--- src/rtl/serial_adder_ctrl.sv ---
// Bit-serial adder: one full_adder cell adds two WIDTH-bit operands plus carry-in, LSB first.
// Optional signed-overflow output `ovf` is built when SERIAL_ADDER_OVF_EN is defined.

module full_adder (
  input  logic a,
  input  logic b,
  input  logic ci,
  output logic s,
  output logic co
);
  assign s  = a ^ b ^ ci;
  assign co = (a & b) | (ci & (a ^ b));
endmodule

module serial_adder_ctrl #(
  parameter int WIDTH = 8
) (
  input  logic             clk,
  input  logic             reset,
  input  logic             start,
  input  logic [WIDTH-1:0] a,
  input  logic [WIDTH-1:0] b,
  input  logic             c_in,
  output logic             busy,
  output logic             done,
  output logic [WIDTH-1:0] sum,
  output logic             c_out
`ifdef SERIAL_ADDER_OVF_EN
  ,
  output logic             ovf
`endif
);
  localparam int CW = $clog2(WIDTH);
  localparam logic [CW-1:0] LAST = CW'(WIDTH - 1);

  typedef enum logic [1:0] {IDLE, RUN, DONE} state_t;

  // Handshake: start is a request taken only in IDLE (busy low means ready);
  // done is a one-cycle valid strobe for sum/c_out, which then hold until the next accept.
  state_t           state;
  logic [WIDTH-1:0] ra;
  logic [WIDTH-1:0] rb;
  logic [WIDTH-1:0] rs;
  logic [WIDTH-1:0] rs_next;
  logic             carry;
  logic [CW-1:0]    cnt;
  logic             fa_s;
  logic             fa_co;

  full_adder u_fa (
    .a  (ra[0]),
    .b  (rb[0]),
    .ci (carry),
    .s  (fa_s),
    .co (fa_co)
  );

  // New sum bit enters at the MSB; after WIDTH shifts bit i has reached position i.
  assign rs_next = WIDTH'({fa_s, rs} >> 1);

  always_ff @(posedge clk) begin
    if (reset) begin
      state <= IDLE;
      ra    <= '0;
      rb    <= '0;
      rs    <= '0;
      carry <= 1'b0;
      cnt   <= '0;
      busy  <= 1'b0;
      done  <= 1'b0;
      sum   <= '0;
      c_out <= 1'b0;
`ifdef SERIAL_ADDER_OVF_EN
      ovf   <= 1'b0;
`endif
    end else begin
      case (state)
        IDLE: begin
          if (start) begin
            ra    <= a;
            rb    <= b;
            carry <= c_in;
            cnt   <= '0;
            rs    <= '0;
            busy  <= 1'b1;
            state <= RUN;
          end
        end
        RUN: begin
          ra    <= ra >> 1;
          rb    <= rb >> 1;
          rs    <= rs_next;
          carry <= fa_co;
          cnt   <= cnt + CW'(1);
          if (cnt == LAST) begin
            // Visible outputs change only here, so partial sums never leak out.
            sum   <= rs_next;
            c_out <= fa_co;
`ifdef SERIAL_ADDER_OVF_EN
            ovf   <= carry ^ fa_co;
`endif
            done  <= 1'b1;
            state <= DONE;
          end
        end
        DONE: begin
          done  <= 1'b0;
          busy  <= 1'b0;
          state <= IDLE;
        end
        default: begin
          state <= IDLE;
        end
      endcase
    end
  end
endmodule

--- config.mk ---
export PLATFORM = sky130hd
export DESIGN_NAME = serial_adder_ctrl
export DESIGN_NICKNAME = d
export VERILOG_FILES = /design/src/rtl/serial_adder_ctrl.sv
export SDC_FILE = /design/constraint.sdc
export NUM_CORES = 1
export LEC_CHECK = 0
export CAP_MARGIN = 20
export CORE_MARGIN = 2
export CORE_UTILIZATION = 60
export CTS_BUF_LIST = sky130_fd_sc_hd__clkbuf_4 sky130_fd_sc_hd__clkbuf_8 sky130_fd_sc_hd__clkbuf_16
export CTS_CLUSTER_SIZE = 25
export DETAILED_ROUTE_END_ITERATION = 16
export DONT_BUFFER_PORTS = 1
export PLACE_DENSITY = 0.79
export SLEW_MARGIN = 40
export SYNTH_ARGS = -nofsm -noshare
export SYNTH_HDL_FRONTEND = slang
export SYNTH_HIERARCHICAL = 1
export SYNTH_SLANG_ARGS = --single-unit
--- constraint.sdc ---
create_clock -name clk -period 1.7 [get_ports clk]
set_clock_uncertainty 0.15 [all_clocks]
set_input_delay 0.34 -clock clk [delete_from_list [all_inputs] [get_ports clk]]
set_output_delay 0.34 -clock clk [all_outputs]
set_load 0.01 [all_outputs]
### Word level (Yosys, flattened, before mapping)

Index checks and enable logic that the tools add are counted.

* logic and storage cells: 47
* input port bits: 20
* register bits after elaboration: 41
* output and inout port bits: 11

* $add $sub $neg: 1
* reduce and logical (&&, ||, !) cells: 9
* multiplexer cells: 17
* equal/unequal tests: 5
* bitwise logic cells: 5

Operators by type and width (count)
* case mux 8 bit (2 select lines): 3
* two-way mux 8 bit: 3
* AND reduction 2 bit: 5
* case mux 1 bit (2 select lines): 3
* case mux 3 bit (2 select lines): 1
* nonzero test 2 bit: 3
* two-way mux 2 bit: 2
* != test 2 bit, second input constant: 2
* case mux 2 bit (2 select lines): 1
* adder 3 x 1 -> 3 bit, second input constant: 1
* equality test 3 bit, second input constant: 1
* two-way mux 1 bit: 3
* two-way mux 3 bit: 1
* AND 1 bit: 2
* equality test 2 x 1 -> 1 bit, second input constant: 1
* equality test 2 bit, second input constant: 1
* logical NOT 2 bit: 1
* XOR 1 bit: 2
* bitwise OR 1 bit: 1

### Depth between registers and ports, before layout

Gate-level depths: netlist of run 1.

* word-level depth: 4
* mapped depth: 6
* gate-level depth less buffers: 5

### By module

Netlist of run 1, hierarchy kept.

By module, submodules not included
* serial_adder_ctrl: instances 1, sequential area each 800.8 um^2, area each 1676.6 um^2, cells an instance 166
* full_adder: instances 1, sequential area each 0.0 um^2, area each 20.0 um^2, cells an instance 1

### Worst setup path before layout of run 1

OpenSTA, ideal clock, no wires.

* kind: reg-to-reg
* from: register cnt[0]
* to: register sum[7]
* setup time: 0.142 ns
* cell stages (with the launch flop): 7
* buffers on the path: 1
* required time: 1.408 ns
* arrival time: 1.119 ns
* setup slack: 0.289 ns
* clock period less this slack: 1.411 ns
* path through: dfxtp_1 > ha_1 > ha_1 > and3b_1 > buf_2 > nand2_1 > a21oi_1

* word-level cells in the longest chain between the ends: 2

Ends and longest elaborated chain
* start, declared: line 46 `logic [CW-1:0] cnt;`
* start signal, assigned: line 94 `cnt <= cnt + CW'(1);`
* equality test 3 bit: line 95 `if (cnt == LAST) begin`
* AND reduction 2 bit (no line)
* end signal, assigned: line 97 `sum <= rs_next;`
* end, declared: line 26 `output logic [WIDTH-1:0] sum,`

No other way between the ends.
A chain may end at the register's enable or synchronous reset.

### Worst setup path in the final report of run 1

* from: register cnt[0]
* to: register c_out

* word-level cells in the longest chain between the ends: 2

Ends and longest elaborated chain
* equality test 3 bit: line 95
* AND reduction 2 bit (no line)
* end signal, assigned: line 98 `c_out <= fa_co;`
* end, declared: line 27 `output logic c_out`

No other way between the ends.

==> results.toml, run 1 <==
[setup_path]
slowest_delay_ns = 0.37
worstPathCellList = "ha_1, ha_1, and3b_1, nand2_1, a21oi_1"
path_class = "flop to flop"
timing.rr.start = "cnt[0]"
r2r_cells = 5
path_buf_inv = 0
crit_family = "simple AND/OR/NAND/NOR gates"
cp_slowest_cell = "dfxtp_1"
start_kind = "flop"
cp.arrival_ns = 1.66
cp_data_required_time_ns = 1.83
r2r_end = "c_out"
cpMostUsedCell = "ha_1"
crit_fanout = 9
endpoint_kind = "flop"
r2r_slack_ns = 0.16

[synthesis]
yosysTopAreaCell = "dfxtp_1"
synthesis.area_mm2 = 0.00170
synth_fp_nets = 190
synthDistinctLibCells = 23
synthFlopType = "dfxtp_1"
ys_async_sr_fraction_pct = 0
synth_common_cells = "dfxtp_1, nor2_1, nand2_1"
yosysMostFrequentCell = "dfxtp_1"
synthTopCellsByArea = "dfxtp_1, a211oi_2, mux2i_1, nor2_1, a22oi_1"
synth-edff-count = 0
yosys_warnings = 6
avgSynthCellArea_um2 = 10.2
ys_ff_latch = 40
synthCells = 167
seq_area_frac_synth_pct = 47.2
synthDominantCellAreaShare_pct = 47.2

[placement]
gp_congestion = 0.708
place_area_mm2 = 0.00166
dp_cells = 188
preCtsSetupSlack_ns = 0.205
hpwl_um = 2000
port_buffers = 0

[routing]
drt_iter0_drc = 44
ant_nets = 0
wire_per_inst_um = 14.7
totalWireLength_um = 2900
drc = 0
dr_total_vias = 1172
dr.pass1.iters = 4
viasPerCell = 5.95

[floorplanning]
fp-row-count = 19
start_util_pct = 62.6
core_area_mm2 = 0.00271
die_w_um = 57.2
num_io_pins = 31
die-area_mm2 = 0.00327
fp.dieH_um = 57.2

[sta]
fmax_ghz = 0.651
tightest_slew_ns = 0.570
fin_crit_sh_pct = 90.4
maxSlewHeadroom_pct = 62.0
setup_viol = 0
hold_violations = 0
fin_ws_ns = 0.163
slew_viol_final = 0
setup-tns-final_ns = 0
rsz0062_at_grt = "no"
finalCriticalPeriod_ns = 1.54
hold_ws_ns = 0.0189

[final_layout]
final_area_mm2 = 0.00174
drive_gt1_share_pct = 18.1
syn_to_final_growth_pct = 2.65
n_antenna_cell = 0
fin_nets = 189
fin_cells = 197

[pwr]
power_density_mw_per_mm2 = 947
leakagePower_nw = 0.652
ir_drop_uv = 696

[clocking]
clk_pin_slew_ns = 0.10
h-tree-depth = 2
numCtsBuffers = 5
cts_buffer_depth = 2
cts_root_buf = "clkbuf_4"
cts_tree = "built"
clk_latency_ns = 0.34
post_cts_buffers = 0
cts_num_sinks = 40

[min_path]
hold_end = "ra[7]"
hold_class = "input port to flop"
hp-start = "a[7]"
hold_path_depth = 2

[grt]
grt_util_all_layers_pct = 20.6
antenna_found_initial = 0
first_global_vias = 1100
gr-total-overflow = 0
grt_pass1_wl_um = 5150
grt_max_degree = 41

[run_status]
status = "finished clean"

[run]
maxCapViolCount = 0
-- registers in the layout, indices dropped and copies added (netlist names), 2 cells and up --
name,flops
cnt,3
rb,8
sum,8
ra,8
state,2
rs,7
-- stage by stage --
| stage | util (%) | power, mW |
|---|---|---|
| 6_report | 64.3 | 1.65 |
| 5_1_grt | 64.3 | 1.74 |
| 4_1_cts | 64.3 | 1.66 |
| 3_5_place_dp | 61.3 | 1.20 |
| 3_3_place_gp | 61.3 | 1.19 |
| 2_1_floorplan | - | 1.20 |
-- routing by layer --
layer / vias to the layer above / global-route usage, % / routed length, um
met5: - / 0 / 0
met4: 0 / 6.98 / 42
met3: 6 / 10.2 / 252
met2: 33 / 30.2 / 1320
met1: 555 / 26.5 / 1280
li1: 578 / - / -
-- power by group --
| group | total (mW) | internal, mW | switching (mW) |
|---|---|---|---|
| combinational | 0.192 | 0.0851 | 0.107 |
| clock | 0.450 | 0.168 | 0.281 |
| sequential | 1.01 | 0.980 | 0.0269 |
-- repair_timing --
action	4_1_cts	5_1_grt
hold endpoints to repair	40	0
resized for setup	0	0
hold buffers	2	0
-- kinds of logic (layout without fill, tap and decap cells) --
logic type	after synthesis	in the layout	synth area share, %
flip-flops	40	40	47.2
adder cells (fa/ha/maj)	3	3	2.65
multiplexers	16	16	9.44
AO/OA/AOI/OAI	42	42	22.0
buffers and inverters	16	15	6.56
AND/OR/NAND/NOR	50	50	12.2
-- cells in the final DEF, fill, tap and decap left out --
master / instances
fa_1: 1
a22oi_1: 11
o21ai_0: 1
a211oi_1: 2
nand3b_2: 1
nor2_1: 28
nor2b_1: 1
clkbuf_4: 6
mux2i_1: 16
a21oi_1: 11
o21bai_2: 1
ha_1: 2
nor3b_1: 1
inv_1: 2
buf_12: 1
clkinv_2: 1
buf_4: 4
dfxtp_1: 40
dlygate4sd3_1: 1
and3b_1: 1
nand2_1: 18
o21ba_4: 1
a211oi_2: 15
-- worst max-delay path by stage --
stage	startpoint	to	depth (start not counted)
6_report	cnt[0]	c_out	5
3_5_place_dp	cnt[0]	c_out	5
4_1_cts	cnt[0]	c_out	5
5_1_grt	cnt[0]	c_out	5
3_3_place_gp	cnt[0]	sum[7]	5
2_1_floorplan	cnt[0]	sum[7]	6
-- cell type report --
| type | instances | area (um^2) |
|---|---|---|
| timing repair buffer | 6 | 60.1 |
| inverter | 2 | 7.51 |
| fill | 237 | 968 |
| sequential | 40 | 801 |
| clock buffer | 6 | 45.0 |
| multi-input combinational | 111 | 785 |
| clock inverter | 1 | 5.00 |
| tap | 31 | 38.8 |
Note: power is estimated with default switching activity, not from simulation.
==> run 2: changes to the inputs <==
--- a/config.mk
+++ b/config.mk
@@ -12,6 +12,7 @@
 export CTS_CLUSTER_SIZE = 25
 export DETAILED_ROUTE_END_ITERATION = 16
 export DONT_BUFFER_PORTS = 1
+export GPL_TIMING_DRIVEN = 0
 export PLACE_DENSITY = 0.79
 export SLEW_MARGIN = 40
 export SYNTH_ARGS = -nofsm -noshare
==> constraint.sdc (replaced) <==
create_clock -name clk -period 1.7 [get_ports clk]
set_clock_uncertainty 0.15 [all_clocks]
set_input_delay 0.34 -clock clk [delete_from_list [all_inputs] [get_ports clk]]
set_output_delay 0.34 -clock clk [all_outputs]
set_load 0.1 [all_outputs]
==> results.toml, run 2 (synthesized netlist as in run 1, its figures left out) <==
[clocking]
h-tree-depth = 2
ctsResizeCount = 0
clk_latency_ns = 0.35
post_cts_buffers = 0
cts_tree = "built"
hold_buffers = 2
clk_pin_slew_ns = 0.12
cts_buffer_depth = 2
cts_root_buf = "clkbuf_4"
numCtsBuffers = 5
cts_num_sinks = 40

[final_layout]
syn_to_final_growth_pct = 7.60
largestRegisters = "ra (8), rb (8), sum (8)"
fin_cells = 208
multiInputGateArea_um2 = 785
final_cell_mix = "dfxtp_1, nor2_1, nand2_1"
seq_area_um2 = 815
fin_nets = 199
drive_gt1_share_pct = 26.6
n_fill_cell = 224
n_antenna_cell = 0
final_common_cell = "dfxtp_1"

[min_path]
hold_class = "input port to flop"

[grt]
grt_pass1_wl_um = 5370
grt_max_degree = 14
grt_util_all_layers_pct = 21.5
gr-total-overflow = 0
first_global_vias = 1274
antenna_found_initial = 0

[floorplanning]
fp-row-count = 19
core_area_mm2 = 0.00271
die-area_mm2 = 0.00327
fp.dieH_um = 57.2
start_util_pct = 62.6
die_w_um = 57.2
num_io_pins = 31

[pwr]
total_power_mw = 1.71
sw_frac_of_total_pct = 27.6
power_density_mw_per_mm2 = 935
sequentialPowerShare_pct = 59.6
p_clk_share_pct = 27.9
power_frac_comb_pct = 12.4
p_int_mw = 1.23
ir_drop_uv = 799
switching_power_mw = 0.472
leakagePower_nw = 0.695

[routing]
drt_iter0_drc = 52
dr.pass1.iters = 4
wire_per_inst_um = 14.9
ant_nets = 0
totalWireLength_um = 3100
dr_total_vias = 1219
drc = 0
viasPerCell = 5.86

[sta]
fin_ws_ns = 0.129
finalCriticalPeriod_ns = 1.57
setup_viol = 0
slew_viol_final = 0
hold_violations = 0
tightest_slew_ns = 0.668
rsz0062_at_grt = "no"
setup-tns-final_ns = 0
fmax_ghz = 0.637
fin_crit_sh_pct = 92.4
maxSlewHeadroom_pct = 55.5

[placement]
gp_congestion = 0.807
dp_cells = 198
preCtsSetupSlack_ns = 0.162
port_buffers = 0
hpwl_um = 2240

[run_status]
status = "finished clean"

[setup_path]
start_kind = "flop"
cp_data_required_time_ns = 1.77
endpoint_kind = "flop"
cp.arrival_ns = 1.64
path_class = "flop to flop"
crit_fanout = 9

[run]
maxCapViolCount = 0
## run 2: cell types whose count changed in the layout (fill, tap and decap cells not counted), sizes merged
cell         change
buf              +6
clkbuf           +2
clkinv           +2
dlygate4sd3      +1
## run 2: power groups by stage
| stage | Combinational (mW) | Clock (mW) | Sequential, mW |
|---|---|---|---|
| global placement | 0.199 | 0 | 1.04 |
| detailed placement | 0.209 | 0 | 1.04 |
| global route | 0.233 | 0.518 | 1.02 |
| finish | 0.212 | 0.477 | 1.02 |
| CTS | 0.213 | 0.480 | 1.02 |
| floorplan | 0.176 | 0 | 1.03 |
## run 2: final timing paths
| path | slack (ns) | depth (start not counted) | start | end |
|---|---|---|---|---|
| max | 0.13 | 6 | cnt[0] | sum[7] |
| min | 0.07 | 2 | start | busy |
| max reg2reg | 0.13 | 6 | cnt[0] | sum[7] |
| min reg2reg | 0.30 | 2 | rs[1] | sum[0] |
## run 2: area by class of cell
cell class              count  share of cell area [%]
flip-flops and latches     40                    44.6
multi-input cells         111                    43.0
plain buffers              14                    5.69
well taps                  31                    2.12
clock buffers               5                    2.06
repair buffers              2                    1.10
clock inverters             3                    1.03
inverters                   2                   0.411
## run 2: layer usage
layer | global-route usage, % | share of wire, % | vias up
li1 | - | - | 601
met4 | 8.64 | 1.8 | 0
met5 | 0 | 0 | -
met3 | 9.52 | 6.7 | 8
met2 | 35.3 | 48 | 30
met1 | 24.5 | 43 | 580
## run 2: worst max-delay path, stage by stage (launching register included)
cell and delay [ns]:
dfxtp_1 0.35, ha_1 0.21, ha_1 0.23, and3b_1 0.19, buf_2 0.17, nand2_1 0.08
a21oi_1 0.06
## run 2: per-stage QoR
step           hold WS [ns]  utilization, %  area (um^2)
5_1_grt              0.0573            67.4         1830
3_5_place_dp          0.287            64.5         1750
2_1_floorplan         0.282               -         1700
6_report             0.0655            67.4         1830
4_1_cts              0.0675            67.4         1830
3_3_place_gp          0.297            64.0         1740
